File: config.mk
export PLATFORM = sky130hd
export DESIGN_NAME = seq_detect_multi_flat
export DESIGN_NICKNAME = d
export VERILOG_FILES = /design/src/rtl/seq_detect_multi_if.sv /design/src/rtl/seq_detect_multi.sv /design/src/flat_wrapper.sv
export SDC_FILE = /design/constraint.sdc
export NUM_CORES = 1
export LEC_CHECK = 0
export ABC_AREA = 1
export CAP_MARGIN = 20
export CORE_ASPECT_RATIO = 0.5
export CORE_MARGIN = 3
export CORE_UTILIZATION = 45
export CTS_CLUSTER_DIAMETER = 40
export DETAILED_ROUTE_END_ITERATION = 7
export PLACE_DENSITY = 0.74
export SLEW_MARGIN = 20
export SYNTH_ARGS = -nofsm -noshare
export SYNTH_HDL_FRONTEND = slang
export SYNTH_SLANG_ARGS = --single-unit
export TNS_END_PERCENT = 5
File: constraint.sdc
create_clock -name clk -period 2.65 [get_ports clk]
set_input_delay 0.53 -clock clk [delete_from_list [all_inputs] [get_ports clk]]
set_output_delay 0.53 -clock clk [all_outputs]
set_load 0.005 [all_outputs]
File: src/rtl/seq_detect_multi_if.sv
// seq_detect_multi_if: serial data, runtime configuration and result signals
// of the multi-pattern detector. The master side drives the bit stream and
// the configuration. The slave side is the detector.
// With SEQ_DET_STICKY_EN defined, a per-slot sticky vector is added.
interface seq_detect_multi_if #(
  parameter int N_PAT   = 2,
  parameter int MAX_LEN = 8,
  parameter int CNT_W   = 8
);
  localparam int LW = $clog2(MAX_LEN + 1);

  logic                     din;
  logic                     din_valid;
  logic                     cfg_load;
  logic [N_PAT*MAX_LEN-1:0] pat_cfg;
  logic [N_PAT*LW-1:0]      len_cfg;
  logic [N_PAT-1:0]         overlap_en;
  logic                     cnt_clr;
  logic [N_PAT-1:0]         hit;
  logic                     flag;
  logic [CNT_W-1:0]         match_cnt;
`ifdef SEQ_DET_STICKY_EN
  logic [N_PAT-1:0]         sticky;
`endif

  modport master (
    output din, din_valid, cfg_load, pat_cfg, len_cfg, overlap_en, cnt_clr,
`ifdef SEQ_DET_STICKY_EN
    input  sticky,
`endif
    input  hit, flag, match_cnt
  );

  modport slave (
    input  din, din_valid, cfg_load, pat_cfg, len_cfg, overlap_en, cnt_clr,
`ifdef SEQ_DET_STICKY_EN
    output sticky,
`endif
    output hit, flag, match_cnt
  );
endinterface

File: src/rtl/seq_detect_multi.sv
// seq_detect_multi: serial bit-stream detector with N_PAT runtime-programmable
// patterns of up to MAX_LEN bits each. A single shared history shift register
// feeds every slot. Each slot has a fill counter. The counter stops a match
// from being reported before len fresh bits have arrived.
// The outputs are a registered per-slot hit, the OR'd flag and a saturating
// match counter.
// Optional feature: SEQ_DET_STICKY_EN adds per-slot sticky bits. A sticky bit
// is set by a hit and cleared by cnt_clr. Set wins over clear.
module seq_detect_multi #(
  parameter int N_PAT   = 2,
  parameter int MAX_LEN = 8,
  parameter int CNT_W   = 8
) (
  input  logic              clk,
  input  logic              rst_n,
  seq_detect_multi_if.slave bus
);
  localparam int            LW      = $clog2(MAX_LEN + 1);
  localparam logic [LW-1:0] LEN_MAX = LW'(MAX_LEN);

  logic [MAX_LEN-1:0]            hist_q, hist_d;
  logic [N_PAT-1:0][LW-1:0]      fill_q, fill_d;
  logic [N_PAT-1:0][MAX_LEN-1:0] pat_q, pat_d;
  logic [N_PAT-1:0][LW-1:0]      len_q, len_d;
  logic [N_PAT-1:0]              ovl_q, ovl_d;
  logic [N_PAT-1:0]              hit_q, hit_d;
  logic [CNT_W-1:0]              cnt_q, cnt_d;
  logic [MAX_LEN-1:0]            window;
  logic [N_PAT-1:0]              match;
  logic [N_PAT-1:0][LW-1:0]      len_clamp;
  logic                          flag;

  // The newest bit joins the history at bit 0, so pattern bit 0 is the bit received last.
  assign window = {hist_q[MAX_LEN-2:0], bus.din};

  for (genvar gi = 0; gi < N_PAT; gi++) begin : g_slot
    logic [LW-1:0]      len_raw;
    logic [MAX_LEN-1:0] mask;
    logic [LW:0]        fill_inc;

    assign len_raw       = bus.len_cfg[gi*LW +: LW];
    assign len_clamp[gi] = (len_raw > LEN_MAX) ? LEN_MAX : len_raw;

    // Only the low len bits of the window take part in the comparison.
    always_comb begin
      mask = '0;
      for (int j = 0; j < MAX_LEN; j++) begin
        mask[j] = (j < int'(len_q[gi]));
      end
    end

    assign fill_inc  = {1'b0, fill_q[gi]} + {{LW{1'b0}}, 1'b1};
    assign match[gi] = bus.din_valid && (len_q[gi] != '0) &&
                       (fill_inc >= {1'b0, len_q[gi]}) &&
                       (((window ^ pat_q[gi]) & mask) == '0);
  end

  // Next state for the history, the fill counters, the configuration and the hit.
  // cfg_load flushes everything and discards the bit presented in the same cycle.
  always_comb begin
    hist_d = hist_q;
    fill_d = fill_q;
    pat_d  = pat_q;
    len_d  = len_q;
    ovl_d  = ovl_q;
    hit_d  = '0;
    if (bus.cfg_load) begin
      hist_d = '0;
      fill_d = '0;
      pat_d  = bus.pat_cfg;
      len_d  = len_clamp;
      ovl_d  = bus.overlap_en;
    end else if (bus.din_valid) begin
      hist_d = window;
      hit_d  = match;
      for (int i = 0; i < N_PAT; i++) begin
        if (match[i] && !ovl_q[i]) begin
          fill_d[i] = '0;
        end else if (fill_q[i] != LEN_MAX) begin
          fill_d[i] = fill_q[i] + LW'(1);
        end
      end
    end
  end

  assign flag = |hit_q;

  // Match counter: one count per flagged cycle, holds at all-ones, and a clear wins.
  always_comb begin
    cnt_d = cnt_q;
    if (bus.cnt_clr) begin
      cnt_d = '0;
    end else if (flag && (cnt_q != '1)) begin
      cnt_d = cnt_q + CNT_W'(1);
    end
  end

  // State registers with synchronous active-low reset.
  // Reset disables every slot.
  always_ff @(posedge clk) begin
    if (!rst_n) begin
      hist_q <= '0;
      fill_q <= '0;
      pat_q  <= '0;
      len_q  <= '0;
      ovl_q  <= '0;
      hit_q  <= '0;
      cnt_q  <= '0;
    end else begin
      hist_q <= hist_d;
      fill_q <= fill_d;
      pat_q  <= pat_d;
      len_q  <= len_d;
      ovl_q  <= ovl_d;
      hit_q  <= hit_d;
      cnt_q  <= cnt_d;
    end
  end

  assign bus.hit       = hit_q;
  assign bus.flag      = flag;
  assign bus.match_cnt = cnt_q;

`ifdef SEQ_DET_STICKY_EN
  logic [N_PAT-1:0] sticky_q, sticky_d;

  // Sticky bits: set by a visible hit, cleared by cnt_clr, and set wins.
  always_comb begin
    sticky_d = hit_q | (bus.cnt_clr ? '0 : sticky_q);
  end

  // Sticky register with synchronous active-low reset.
  always_ff @(posedge clk) begin
    if (!rst_n) begin
      sticky_q <= '0;
    end else begin
      sticky_q <= sticky_d;
    end
  end

  assign bus.sticky = sticky_q;
`endif
endmodule

File: src/flat_wrapper.sv
// flat-port wrapper written by rule: the top's interface ports become plain ports
module seq_detect_multi_flat 
#(
  parameter int N_PAT   = 2,
  parameter int MAX_LEN = 8,
  parameter int CNT_W   = 8
)
  (clk, rst_n, bus_din, bus_din_valid, bus_cfg_load, bus_pat_cfg, bus_len_cfg, bus_overlap_en, bus_cnt_clr, bus_hit, bus_flag, bus_match_cnt);
  seq_detect_multi_if #(.N_PAT(N_PAT), .MAX_LEN(MAX_LEN), .CNT_W(CNT_W)) bus_i ();
  input  logic clk;
  input  logic rst_n;
  input wire logic [$bits(bus_i.din)-1:0] bus_din;
  input wire logic [$bits(bus_i.din_valid)-1:0] bus_din_valid;
  input wire logic [$bits(bus_i.cfg_load)-1:0] bus_cfg_load;
  input wire logic [$bits(bus_i.pat_cfg)-1:0] bus_pat_cfg;
  input wire logic [$bits(bus_i.len_cfg)-1:0] bus_len_cfg;
  input wire logic [$bits(bus_i.overlap_en)-1:0] bus_overlap_en;
  input wire logic [$bits(bus_i.cnt_clr)-1:0] bus_cnt_clr;
  output wire logic [$bits(bus_i.hit)-1:0] bus_hit;
  output wire logic [$bits(bus_i.flag)-1:0] bus_flag;
  output wire logic [$bits(bus_i.match_cnt)-1:0] bus_match_cnt;
  assign bus_i.din = bus_din;
  assign bus_i.din_valid = bus_din_valid;
  assign bus_i.cfg_load = bus_cfg_load;
  assign bus_i.pat_cfg = bus_pat_cfg;
  assign bus_i.len_cfg = bus_len_cfg;
  assign bus_i.overlap_en = bus_overlap_en;
  assign bus_i.cnt_clr = bus_cnt_clr;
  assign bus_hit = bus_i.hit;
  assign bus_flag = bus_i.flag;
  assign bus_match_cnt = bus_i.match_cnt;
  seq_detect_multi #(.N_PAT(N_PAT), .MAX_LEN(MAX_LEN), .CNT_W(CNT_W)) u_core (.clk(clk), .rst_n(rst_n), .bus(bus_i));
endmodule
======== Word level (Yosys, flattened, before mapping) ========
Index checks and enable logic that the tools add are counted.
W data, S select, Z words.
storage, ports and cells
  input port bits ......................... 32
  output and inout port bits .............. 11
  register bits after elaboration ......... 51
operators by class
  reductions and logical operators ........ 23
  magnitude comparators ................... 20
  add/sub/neg operators ................... 5
  bitwise gates (word level) .............. 6
  equality and inequality tests ........... 3
  mux-type cells .......................... 6
operators by type and width
  kind                   number
  $lt A3 B4 Y1 const A   8
  $mux W4                6
  $and A8 B8 Y8          2
  $logic_not A8 Y1       2
  $lt A1 B4 Y1 const A   4
  $lt A2 B4 Y1 const A   4
  $xor A8 B8 Y8          2
  $add A4 B1 Y5 const B  2
  $ge A5 B4 Y1           2
  $logic_and A1 B1 Y1    9
  $add A4 B1 Y4 const B  2
  $add A8 B1 Y8 const B  1
  $gt A4 B4 Y1 const B   2
  $ne A4 B4 Y1 const B   2
  $ne A8 B8 Y1 const B   1
  $reduce_bool A4 Y1     2
  $reduce_or A2 Y1       3
  $reduce_and A2 Y1      2
  $reduce_bool A2 Y1     2
  $reduce_or A3 Y1       1
  $logic_not A1 Y1       2
  $not A1 Y1             2

======== Longest topological paths before layout ========
  depth after elaboration ................. 7
  gate-level depth with buffers ........... 14
  gate-level depth less buffers ........... 14

======== Least setup slack after synthesis ========
Ideal clock, no wire load.
  kind .................................... reg2reg
  start point ............................. register u_core.fill_q[4] in the netlist's numbering
  end point ............................... register u_core.fill_q[5] in the netlist's numbering
  path slack .............................. 0.803 ns
  setup time .............................. 0.113 ns
  stages on the path, launching flop included .. 15
  path buffers ............................ 0
  period minus slack after synthesis ...... 1.847 ns
  arrival time ............................ 1.734 ns
  path through ............................ dfxtp_1 > inv_1 > ha_1 > ha_1 > nand2_1 > inv_1 > nand3_1 > nor2_1 > nor2_2 > nor2_4 > nand3_4 > nand2_4 > nand3_1 > nand2_1 > nor2_2
between the ends
  longest elaborated chain between the ends .. 7
RTL lines
  what                          line                     RTL
  from (decl)                   seq_detect_multi.sv:22   logic [N_PAT-1:0][LW-1:0] fill_q, fill_d;
  from (signal assigned)        seq_detect_multi.sv:111  fill_q <= fill_d;
  $add A4 B1 Y5                 seq_detect_multi.sv:52   assign fill_inc = {1'b0, fill_q[gi]} + {{LW{1'b0}}, 1'b1};
  $ge A5 B4 Y1                  seq_detect_multi.sv:54   (fill_inc >= {1'b0, len_q[gi]}) &&
  $logic_and A1 B1 Y1           seq_detect_multi.sv:53   assign match[gi] = bus.din_valid && (len_q[gi] != '0) &&
  $logic_and A1 B1 Y1           seq_detect_multi.sv:54
  $logic_and A1 B1 Y1           seq_detect_multi.sv:77   if (match[i] && !ovl_q[i]) begin
  $reduce_bool A2 Y1 (no line)  -
  $reduce_and A2 Y1 (no line)   -
Several ways; a longest one is shown, not always the timed one. The select of a mux whose other input is x is not followed.
A chain may end at the register's enable or synchronous reset.

======== Worst setup path after layout ========
Ends and elaborated chain as after synthesis.

==> flow_metrics.env <==
export IMPL_synth_cells=388
export IMPL_gp_congestion=0.8252
export IMPL_slowest_stage="dfxtp_1"
export IMPL_final_common_cell="nand2_1"
export IMPL_cts_tree="done"
export IMPL_worst_hold_slack_ns=0.4617
export IMPL_postCtsSetupBuffers=0
export IMPL_maxCapViolCount=0
export IMPL_critPathMaxFanout=5
export IMPL_slew_limit_headroom=0.7165
export IMPL_layout_min_cycle_time_ns=2.081
export IMPL_viasPerCell=4.927
export IMPL_utilization=0.5946
export IMPL_clock_insertion_delay_worst_skew_ns=0.29
export IMPL_nets=476
export IMPL_drt_iter0_drc=147
export IMPL_power_mw=1.715
export IMPL_fillers=547
export IMPL_synth_largest_area_cell="dfxtp_1"
export IMPL_area_delta_synth_final_pct=23.40
export IMPL_cts_buffer_depth=2
export IMPL_p_leak_nw=1.497
export IMPL_crit_type="flop to flop"
export IMPL_worstMarginPinSlew_ns=0.4237
export IMPL_dpl_hpwl_mm=4.616
export IMPL_skew_ns=0.003812
export IMPL_antenna_found_initial=0
export IMPL_cpLargestDelayFamily="simple AND/OR/NAND/NOR gates"
export IMPL_finalSetupTns_ns=0
export IMPL_hold_depth=2
export IMPL_final_cell_mix="102 x nand2_1, 51 x dfxtp_1, 49 x inv_1, 42 x clkdlybuf4s50_1, 40 x nand3_1"
export IMPL_slowest_delay_ns=0.41
export IMPL_ys_ff_latch=51
export IMPL_io_pins=43
export IMPL_ant_nets=0
export IMPL_end_kind="flop"
export IMPL_die_h_um=61.16
export IMPL_wl_per_cell_um=12.18
export IMPL_fp_dieW_um=116.3
export IMPL_vias=2488
export IMPL_multiInputGateArea_mm2=0.001479
export IMPL_min_period_over_period=0.7854
export IMPL_cts_resized_gates=0
export IMPL_gr_total_overflow=0
export IMPL_grt_max_degree=25
export IMPL_finalHoldViolCount=0
export IMPL_start_util=0.4818
export IMPL_synth_area_top_cells="dfxtp_1 37%, nand2_1 14%, nand3_1 7.3%"
export IMPL_final_max_slew_viol_count=0
export IMPL_regArea_mm2=0.001021
export IMPL_grtUsageTotal=0.1798
export IMPL_synth_seq_area_share=0.3729
export IMPL_rsz0062_at_grt="no"
export IMPL_grt_pass1_wl_mm=10.05
export IMPL_ir_drop_mv=0.2622
export IMPL_dpl_cell_area_mm2=0.003241
export IMPL_crit_buf_inv=2
export IMPL_fp_row_count=19
export IMPL_drive_above_1_share=0.08796
export IMPL_stdcell_area_mm2=0.003378
export IMPL_outcome="completed"
export IMPL_routed_wl_mm=6.152
export IMPL_drtPass1Iterations=4
export IMPL_antenna_cells=0
export IMPL_cts_hold_fix_buffers=0
export IMPL_die_area_mm2=0.007113
export IMPL_ys_types=25
export IMPL_cellPowerDensity_mw_per_mm2=507.7
export IMPL_synth_yosys_warnings=0
export IMPL_syn_avg_cell_area_um2=7.056
export IMPL_cts_sink_count=51
export IMPL_crit_chain="inv_1 > ha_1 > ha_1 > nand2_1 > inv_1 > nand3_1 > nor2_1 > nor2_2 > nor2_4 > nand3_4 > nand2_4 > nand3_1 > nand2_1 > nor2_2"
export IMPL_clk_pin_slew_ns=0.06
export IMPL_fp_coreArea_mm2=0.005682
export IMPL_syn_nets=433
export IMPL_synth_top_cell_area_share=0.3729
export IMPL_worstSetupPathDepth=14
export IMPL_reg2regPathDepth=14
export IMPL_grt_pass1_vias=2162
export IMPL_synth_area_mm2=0.002738
export IMPL_cp_arrival_ns=2.27
export IMPL_hp_class="flop to flop"
export IMPL_cts_inserted_buffers=5
export IMPL_max_clock_freq_mhz=480.4
export IMPL_setup_viol=0
export IMPL_htreeDepth=2
export IMPL_drc=0
export IMPL_required_ns=2.84
export IMPL_root_buffer="clkbuf_16"
export IMPL_io_buffers=42
export IMPL_cp_start_kind="flop"
==> per-stage QoR <==
stage	setup WS, ns	std cells
finish	0.5686	505
global route	0.4215	505
CTS	0.5788	505
detailed placement	0.6356	497
global placement	0.6656	497
floorplan	0.8029	388
==> synth_stat cells (all sizes together) <==
cell	n
nor2	35
a211oi	1
clkbuf	7
nand2	106
dfxtp	51
nand3	46
buf	4
a21oi	21
o21ai	28
inv	51
nand3b	3
nand4	2
xor2	13
ha	13
nor3	3
o22ai	4
==> worst register-to-register path: stages, from the launching register on <==
cell and delay (ns):
dfxtp_1 0.41, inv_1 0.08, ha_1 0.32, ha_1 0.28, nand2_1 0.04, inv_1 0.05
nand3_1 0.06, nor2_1 0.15, nor2_2 0.07, nor2_4 0.14, nand3_4 0.11, nand2_4 0.10
nand3_1 0.07, nand2_1 0.07, nor2_2 0.03
==> registers in the layout, summed over array words and instances (netlist names) <==
register and count:
u_core.bus.hit 2, u_core.bus.match_cnt 8, u_core.fill_q 8, u_core.hist_q 7, u_core.len_q 8, u_core.ovl_q 2
u_core.pat_q 16
==> metal layers <==
metal	track usage	vias up	routed length, um
li1	-	1325	-
met1	0.2378	1113	3142
met2	0.3187	48	2731
met3	0.03533	2	257
met4	0.02479	0	21
met5	0	-	0
==> logic make-up (layout without fill, tap and decap cells) <==
family / count (synthesis) / after routing / share of synthesized area
simple gates: 195 / 195 / 0.3350
buf+inv: 62 / 106 / 0.08684
compound gates: 54 / 54 / 0.1042
flops: 51 / 51 / 0.3729
fa+ha+maj: 13 / 13 / 0.05942
xor+xnor: 13 / 13 / 0.04159
==> final cells by class <==
class,instances,area share
clock buffers,7,0.03926
clock inverters,1,0.001481
inverters,51,0.05667
multi-input cells,275,0.4378
flip-flops and latches,51,0.3022
well taps,73,0.02704
repair buffers,47,0.1356
==> final timing paths <==
| check | start | to | slack [ns] |
|---|---|---|---|
| worst max-delay path | u_core.fill_q[4] | u_core.fill_q[5] | 0.57 |
| worst min-delay path | u_core.pat_q[0] | u_core.pat_q[0] | 0.46 |
| worst max register to register | u_core.fill_q[4] | u_core.fill_q[5] | 0.57 |
| worst min register to register | u_core.pat_q[0] | u_core.pat_q[0] | 0.46 |
==> power by group <==
group	internal, mW	switching [mW]	total, mW
combinational	0.118	0.149	0.268
sequential	0.796	0.0241	0.821
clock	0.350	0.277	0.627
(Power assumes the default switching activity.)
